==> src/rtl/cobra_bus_pkg.sv <==
// Shared types and constants for the Cobra system bus blocks.
package cobra_bus_pkg;

    typedef enum logic [1:0] {
        ARB_IDLE = 2'd0,
        ARB_CMD  = 2'd1,
        ARB_DATA = 2'd2
    } arb_state_t;

    typedef enum logic {
        OWN_CPU = 1'b0,
        OWN_VID = 1'b1
    } arb_owner_t;

    // Boot image lives in the top 16 KiB of the 64 KiB space.
    localparam logic [15:0] RELOC_MASK_DEFAULT = 16'hC000;

endpackage

==> src/rtl/boot_reloc.sv <==
// Boot-time relocation: CPU addresses are ORed with a mask until the
// first I/O cycle, after which they pass through unchanged until reset.
module boot_reloc
    import cobra_bus_pkg::*;
#(
    parameter int              AW         = 16,
    parameter logic [AW-1:0]   RELOC_MASK = AW'(RELOC_MASK_DEFAULT)
) (
    input  logic          clk,
    input  logic          reset,
    input  logic          iorq,
    input  logic [AW-1:0] addr_in,
    output logic [AW-1:0] addr_out,
    output logic          reloc_en
);

    logic reloc_en_reg;

    // One-shot disarm: the first I/O cycle turns relocation off for good.
    always_ff @(posedge clk) begin
        if (reset) begin
            reloc_en_reg <= 1'b1;
        end else if (iorq) begin
            reloc_en_reg <= 1'b0;
        end
    end

    assign reloc_en = reloc_en_reg;
    assign addr_out = reloc_en_reg ? (addr_in | RELOC_MASK) : addr_in;

endmodule

==> src/rtl/mem_bus_arbiter.sv <==
// CPU / video arbiter for the single-port system RAM.
// Three-phase sequencer (IDLE grant, CMD strobe, DATA completion) with
// bounded video bursts while the CPU waits. Boot relocation of CPU
// addresses is built in only when ARB_BOOT_RELOC_EN is defined.
module mem_bus_arbiter
    import cobra_bus_pkg::*;
#(
    parameter int            AW            = 16,
    parameter int            DW            = 8,
    parameter int            VID_MAX_BURST = 4,
    parameter logic [AW-1:0] RELOC_MASK    = AW'(RELOC_MASK_DEFAULT)
) (
    input  logic          clk,
    input  logic          reset,
    input  logic          cpu_mreq,
    input  logic          cpu_rd,
    input  logic          cpu_wr,
    input  logic          cpu_iorq,
    input  logic [AW-1:0] cpu_addr,
    input  logic [DW-1:0] cpu_wdata,
    output logic [DW-1:0] cpu_rdata,
    output logic          cpu_wait_n,
    input  logic          vid_req,
    input  logic [AW-1:0] vid_addr,
    output logic          vid_ack,
    output logic          vid_rvalid,
    output logic [DW-1:0] vid_rdata,
    output logic          mem_mreq,
    output logic          mem_rd,
    output logic          mem_wr,
    output logic [AW-1:0] mem_addr,
    output logic [DW-1:0] mem_din,
    input  logic [DW-1:0] mem_dout
);

    localparam logic [3:0] BURST_MAX = 4'(VID_MAX_BURST);

    arb_state_t    state_reg, state_next;
    arb_owner_t    owner_reg;
    logic [AW-1:0] addr_reg;
    logic [DW-1:0] wdata_reg;
    logic          wr_reg;
    logic          mem_mreq_reg, mem_rd_reg, mem_wr_reg;
    logic          cpu_served_reg;
    logic [3:0]    burst_cnt_reg, burst_cnt_next;
    logic          vid_rvalid_reg;
    logic [DW-1:0] vid_rdata_reg;
    logic [DW-1:0] cpu_rdata_reg;

    logic          cpu_pending;
    logic          burst_full;
    logic          grant_cpu, grant_vid;
    logic          cpu_data_cycle;
    logic [AW-1:0] cpu_addr_eff;

`ifdef ARB_BOOT_RELOC_EN
    logic reloc_en;

    boot_reloc #(
        .AW         (AW),
        .RELOC_MASK (RELOC_MASK)
    ) u_boot_reloc (
        .clk      (clk),
        .reset    (reset),
        .iorq     (cpu_iorq),
        .addr_in  (cpu_addr),
        .addr_out (cpu_addr_eff),
        .reloc_en (reloc_en)
    );
`else
    // Relocation absent: CPU address passes straight through.
    logic unused_reloc;
    assign unused_reloc = ^{cpu_iorq, RELOC_MASK};
    assign cpu_addr_eff = cpu_addr;
`endif

    assign cpu_pending    = cpu_mreq & (cpu_rd | cpu_wr) & ~cpu_served_reg;
    assign burst_full     = (burst_cnt_reg == BURST_MAX);
    assign cpu_data_cycle = (state_reg == ARB_DATA) && (owner_reg == OWN_CPU);

    // Next-state and grant decision; grants are only made from IDLE.
    always_comb begin
        state_next = state_reg;
        grant_cpu  = 1'b0;
        grant_vid  = 1'b0;
        case (state_reg)
            ARB_IDLE: begin
                if (vid_req && !(cpu_pending && burst_full)) begin
                    grant_vid  = 1'b1;
                    state_next = ARB_CMD;
                end else if (cpu_pending) begin
                    grant_cpu  = 1'b1;
                    state_next = ARB_CMD;
                end
            end
            ARB_CMD:  state_next = ARB_DATA;
            ARB_DATA: state_next = ARB_IDLE;
            default:  state_next = ARB_IDLE;
        endcase
    end

    // Starvation counter: counts video wins only while the CPU is waiting.
    always_comb begin
        burst_cnt_next = burst_cnt_reg;
        if (!cpu_pending || grant_cpu) begin
            burst_cnt_next = 4'd0;
        end else if (grant_vid && !burst_full) begin
            burst_cnt_next = burst_cnt_reg + 4'd1;
        end
    end

    // Sequencer state, latched transfer, strobes and read-data capture.
    always_ff @(posedge clk) begin
        if (reset) begin
            state_reg      <= ARB_IDLE;
            owner_reg      <= OWN_CPU;
            addr_reg       <= '0;
            wdata_reg      <= '0;
            wr_reg         <= 1'b0;
            mem_mreq_reg   <= 1'b0;
            mem_rd_reg     <= 1'b0;
            mem_wr_reg     <= 1'b0;
            cpu_served_reg <= 1'b0;
            burst_cnt_reg  <= 4'd0;
            vid_rvalid_reg <= 1'b0;
            vid_rdata_reg  <= '0;
            cpu_rdata_reg  <= '0;
        end else begin
            state_reg     <= state_next;
            burst_cnt_reg <= burst_cnt_next;
            // Served flag holds off a second access for the same mreq.
            cpu_served_reg <= cpu_mreq & (cpu_served_reg | cpu_data_cycle);

            mem_mreq_reg <= grant_cpu | grant_vid;
            mem_rd_reg   <= grant_vid | (grant_cpu & ~cpu_wr);
            mem_wr_reg   <= grant_cpu & cpu_wr;

            if (grant_vid) begin
                owner_reg <= OWN_VID;
                addr_reg  <= vid_addr;
                wdata_reg <= '0;
                wr_reg    <= 1'b0;
            end else if (grant_cpu) begin
                owner_reg <= OWN_CPU;
                addr_reg  <= cpu_addr_eff;
                wdata_reg <= cpu_wdata;
                wr_reg    <= cpu_wr;
            end

            vid_rvalid_reg <= (state_reg == ARB_DATA) && (owner_reg == OWN_VID);
            if ((state_reg == ARB_DATA) && (owner_reg == OWN_VID)) begin
                vid_rdata_reg <= mem_dout;
            end
            if (cpu_data_cycle && !wr_reg) begin
                cpu_rdata_reg <= mem_dout;
            end
        end
    end

    assign mem_mreq   = mem_mreq_reg;
    assign mem_rd     = mem_rd_reg;
    assign mem_wr     = mem_wr_reg;
    assign mem_addr   = addr_reg;
    assign mem_din    = wdata_reg;
    assign vid_ack    = grant_vid & ~reset;
    assign vid_rvalid = vid_rvalid_reg;
    assign vid_rdata  = vid_rdata_reg;
    assign cpu_rdata  = cpu_data_cycle ? mem_dout : cpu_rdata_reg;
    assign cpu_wait_n = reset | ~cpu_pending | cpu_data_cycle;

endmodule

==> config.mk <==
export PLATFORM = sky130hd
export DESIGN_NAME = mem_bus_arbiter
export DESIGN_NICKNAME = d
export VERILOG_FILES = /design/src/rtl/cobra_bus_pkg.sv /design/src/rtl/boot_reloc.sv /design/src/rtl/mem_bus_arbiter.sv
export SDC_FILE = /design/constraint.sdc
export NUM_CORES = 1
export LEC_CHECK = 0
export CAP_MARGIN = 20
export CORE_MARGIN = 4
export CORE_UTILIZATION = 45
export CTS_BUF_LIST = sky130_fd_sc_hd__clkbuf_16
export DETAILED_ROUTE_END_ITERATION = 7
export GPL_ROUTABILITY_DRIVEN = 0
export GPL_TIMING_DRIVEN = 0
export PLACE_DENSITY = 0.84
export SYNTH_ARGS = -nofsm -noshare
export SYNTH_HDL_FRONTEND = slang
export SYNTH_HIERARCHICAL = 1
export SYNTH_SLANG_ARGS = --single-unit
==> constraint.sdc <==
create_clock -name clk -period 2.5 [get_ports clk]
set_input_delay 0.5 -clock clk [delete_from_list [all_inputs] [get_ports clk]]
set_output_delay 0.5 -clock clk [all_outputs]
set_load 0.1 [all_outputs]
==> impl_metrics.env <==
export IMPL_slew_headroom=0.335
export IMPL_cts_hold_buf=0
export IMPL_post_route_period_util=0.982
export IMPL_worstSetupStartpointType="primary input"
export IMPL_slowest_delay_ps=520
export IMPL_die_area_um2=6480
export IMPL_synth_enable_flop_cells=0
export IMPL_first_pass_iters=4
export IMPL_finalNetCount=397
export IMPL_p_leak_nw=1.41
export IMPL_worstMarginPinSlew_ps=995
export IMPL_slowest_stage="clkdlybuf4s50_1"
export IMPL_start_util=0.463
export IMPL_max_cap_violations=0
export IMPL_die_width_um=80.5
export IMPL_synthTopCellsByArea="dfxtp_1 45%, mux2i_1 7.6%, a32o_1 6.4%, o21bai_1 5.1%, nor2_1 4.0%"
export IMPL_yosysTopAreaCellShare=0.449
export IMPL_synth_cells=236
export IMPL_hp_class="flip-flop to flip-flop"
export IMPL_fill_cells=422
export IMPL_synth_top_cell_by_area="dfxtp_1"
export IMPL_crit_type="primary input to output pin"
export IMPL_rsz0062_at_grt="no"
export IMPL_antenna_left=0
export IMPL_hpwlAfterDp_um=4540
export IMPL_grt_max_degree=16
export IMPL_power_density_nw_per_um2=664
export IMPL_wl_um=6080
export IMPL_viasPerCell=5.16
export IMPL_synth_most_common_cell="dfxtp_1"
export IMPL_finalSetupViolCount=0
export IMPL_io_pins=101
export IMPL_die_h_um=80.5
export IMPL_seq_area_frac_synth=0.449
export IMPL_cts_tree="built"
export IMPL_insertion_delay_ps=290
export IMPL_status="finished clean"
export IMPL_worstPathMaxFanout=6
export IMPL_grt_use_total=0.193
export IMPL_crit_path_cell_trace="clkdlybuf4s50_1 > nor2_4 > or2_2 > or3_4 > buf_12"
export IMPL_antenna_found_initial=0
export IMPL_synthArstFlopShare=0
export IMPL_num_antenna_cells=0
export IMPL_syn_avg_cell_area_um2=10.0
export IMPL_hold_violations=0
export IMPL_drc=0
export IMPL_clock_skew_ps=4.52
export IMPL_num_vias=2117
export IMPL_largest_reg_flops=16
export IMPL_cts_root_buffer="clkbuf_16"
export IMPL_synth_common_cells="53 x dfxtp_1, 25 x nor2_1, 18 x mux2i_1"
export IMPL_synthesis_area_um2=2360
export IMPL_cts_max_level=2
export IMPL_synth_cell_types=41
export IMPL_grt_util_met3=0.0740
export IMPL_cts_sinks=53
export IMPL_max_freq_mhz=408
export IMPL_io_buffers=97
export IMPL_grt_use_met2=0.334
export IMPL_grt_overflow_total=0
export IMPL_synthFlopType="dfxtp_1"
export IMPL_grtUsageMet1=0.220
export IMPL_syn_nets=293
export IMPL_synth_seq_cells=53
export IMPL_slew_violations=0
export IMPL_cts_clk_slew_worst_paths_ps=60
export IMPL_drive_gt1_frac=0.165
export IMPL_numCtsBuffers=5
export IMPL_area_growth_pct=51.1
export IMPL_drt_iter0_drc=78
export IMPL_route_detailed_wl_per_inst_um=14.8
export IMPL_cp_end_kind="output pin"
export IMPL_cp_arrival_ps=1950
export IMPL_yosys_warnings=6
export IMPL_min_period_ps=2450
export IMPL_hold_ws_ps=451
export IMPL_cp_required_ps=2000
export IMPL_first_global_vias=2150
export IMPL_grt_pass1_wl_um=9830
export IMPL_top_usage_layer="met2"
export IMPL_row_count=26
export IMPL_final_instance_count_excl_fill=410
export IMPL_placed_cells=403
export IMPL_cts_buffer_depth=2
export IMPL_vdd_ir_drop_max_mv=0.334
export IMPL_core_um2=5110
[final timing paths]
| check | from | endpoint | slack, ps | cells past startpoint |
|---|---|---|---|---|
| worst min register to register | cpu_rdata_reg[0] | cpu_rdata_reg[0] | 450 | 2 |
| worst min-delay path | cpu_rdata_reg[0] | cpu_rdata_reg[0] | 450 | 2 |
| worst max-delay path | cpu_rd | cpu_wait_n | 50 | 5 |
| worst max register to register | burst_cnt_reg[0] | mem_din[4] | 670 | 7 |
[worst max-delay path: cells and delay by family]
kind,cells,cell delay (ps)
buf+inv,2,690
simple gates,3,750
[layer usage]
metal / part of all wire / vias up / wire length, µm
met5: 0 / - / 0
met4: 0.014 / 0 / 87
met3: 0.10 / 7 / 612
met2: 0.47 / 87 / 2880
met1: 0.41 / 988 / 2500
li1: - / 1035 / -
[cell usage in the layout (no fill, tap or decap), types with 2 or more instances in the layout]
cell type         n
a21oi_1          11
a32o_1           15
buf_2            16
buf_4             2
buf_6             3
clkbuf_1          2
clkbuf_16         5
clkdlybuf4s50_1  85
dfxtp_1          53
ha_1              2
inv_1             4
mux2_2            8
mux2i_1          18
nand2_1          16
nand2b_1          2
nand3_1           2
nand4_1           2
nor2_1           24
nor2b_1           3
nor3b_1           2
o21ai_0           2
o21bai_1         16
or2_1            11
or2_2             6
or3_1             2
or3_4             2
xor2_1            2
[layout make-up]
cell class              instances  area [µm²]  share of cell area
multi-input cells             162        1200               0.337
flip-flops and latches         53        1060               0.297
repair buffers                 97         940               0.263
clock buffers                   5         125              0.0350
plain buffers                  17         105              0.0294
well taps                      70        87.6              0.0245
clock inverters                 2        35.0             0.00981
inverters                       4        15.0             0.00420
[repair_timing]
action,in CTS,in global routing
endpoints found under the setup margin,10,10
pin swaps,0,1
buffers inserted,0,0
resized for setup,54,7
[stage by stage]
step	total power, W	setup slack, ps	utilization	setup TNS, ps	instance area (µm²)
floorplan	0.00142	192	-	0	2370
global placement	0.00163	-766	0.671	-3860	3420
detailed placement	0.00164	-776	0.671	-4050	3420
CTS	0.00238	-20.5	0.694	-20.5	3540
global route	0.00246	1.68	0.699	0	3570
finish	0.00237	46.0	0.699	0	3570
[report_power, final]
| part | switching, W | total, W | internal (W) |
|---|---|---|---|
| Sequential | 0.0000252 | 0.000914 | 0.000889 |
| Combinational | 0.000472 | 0.000699 | 0.000228 |
| Clock | 0.000292 | 0.000757 | 0.000465 |
[cell families after synthesis]
group                      share of synthesized area
muxes                                          0.114
xor gates and xnor gates                      0.0111
adders and majority gates                     0.0106
DFF                                            0.449
and+or+nand+nor                                0.184
buffers and inverters                         0.0498
AOI/OAI and AO/OA                              0.181
Note: power is estimated with default switching activity, not from simulation.
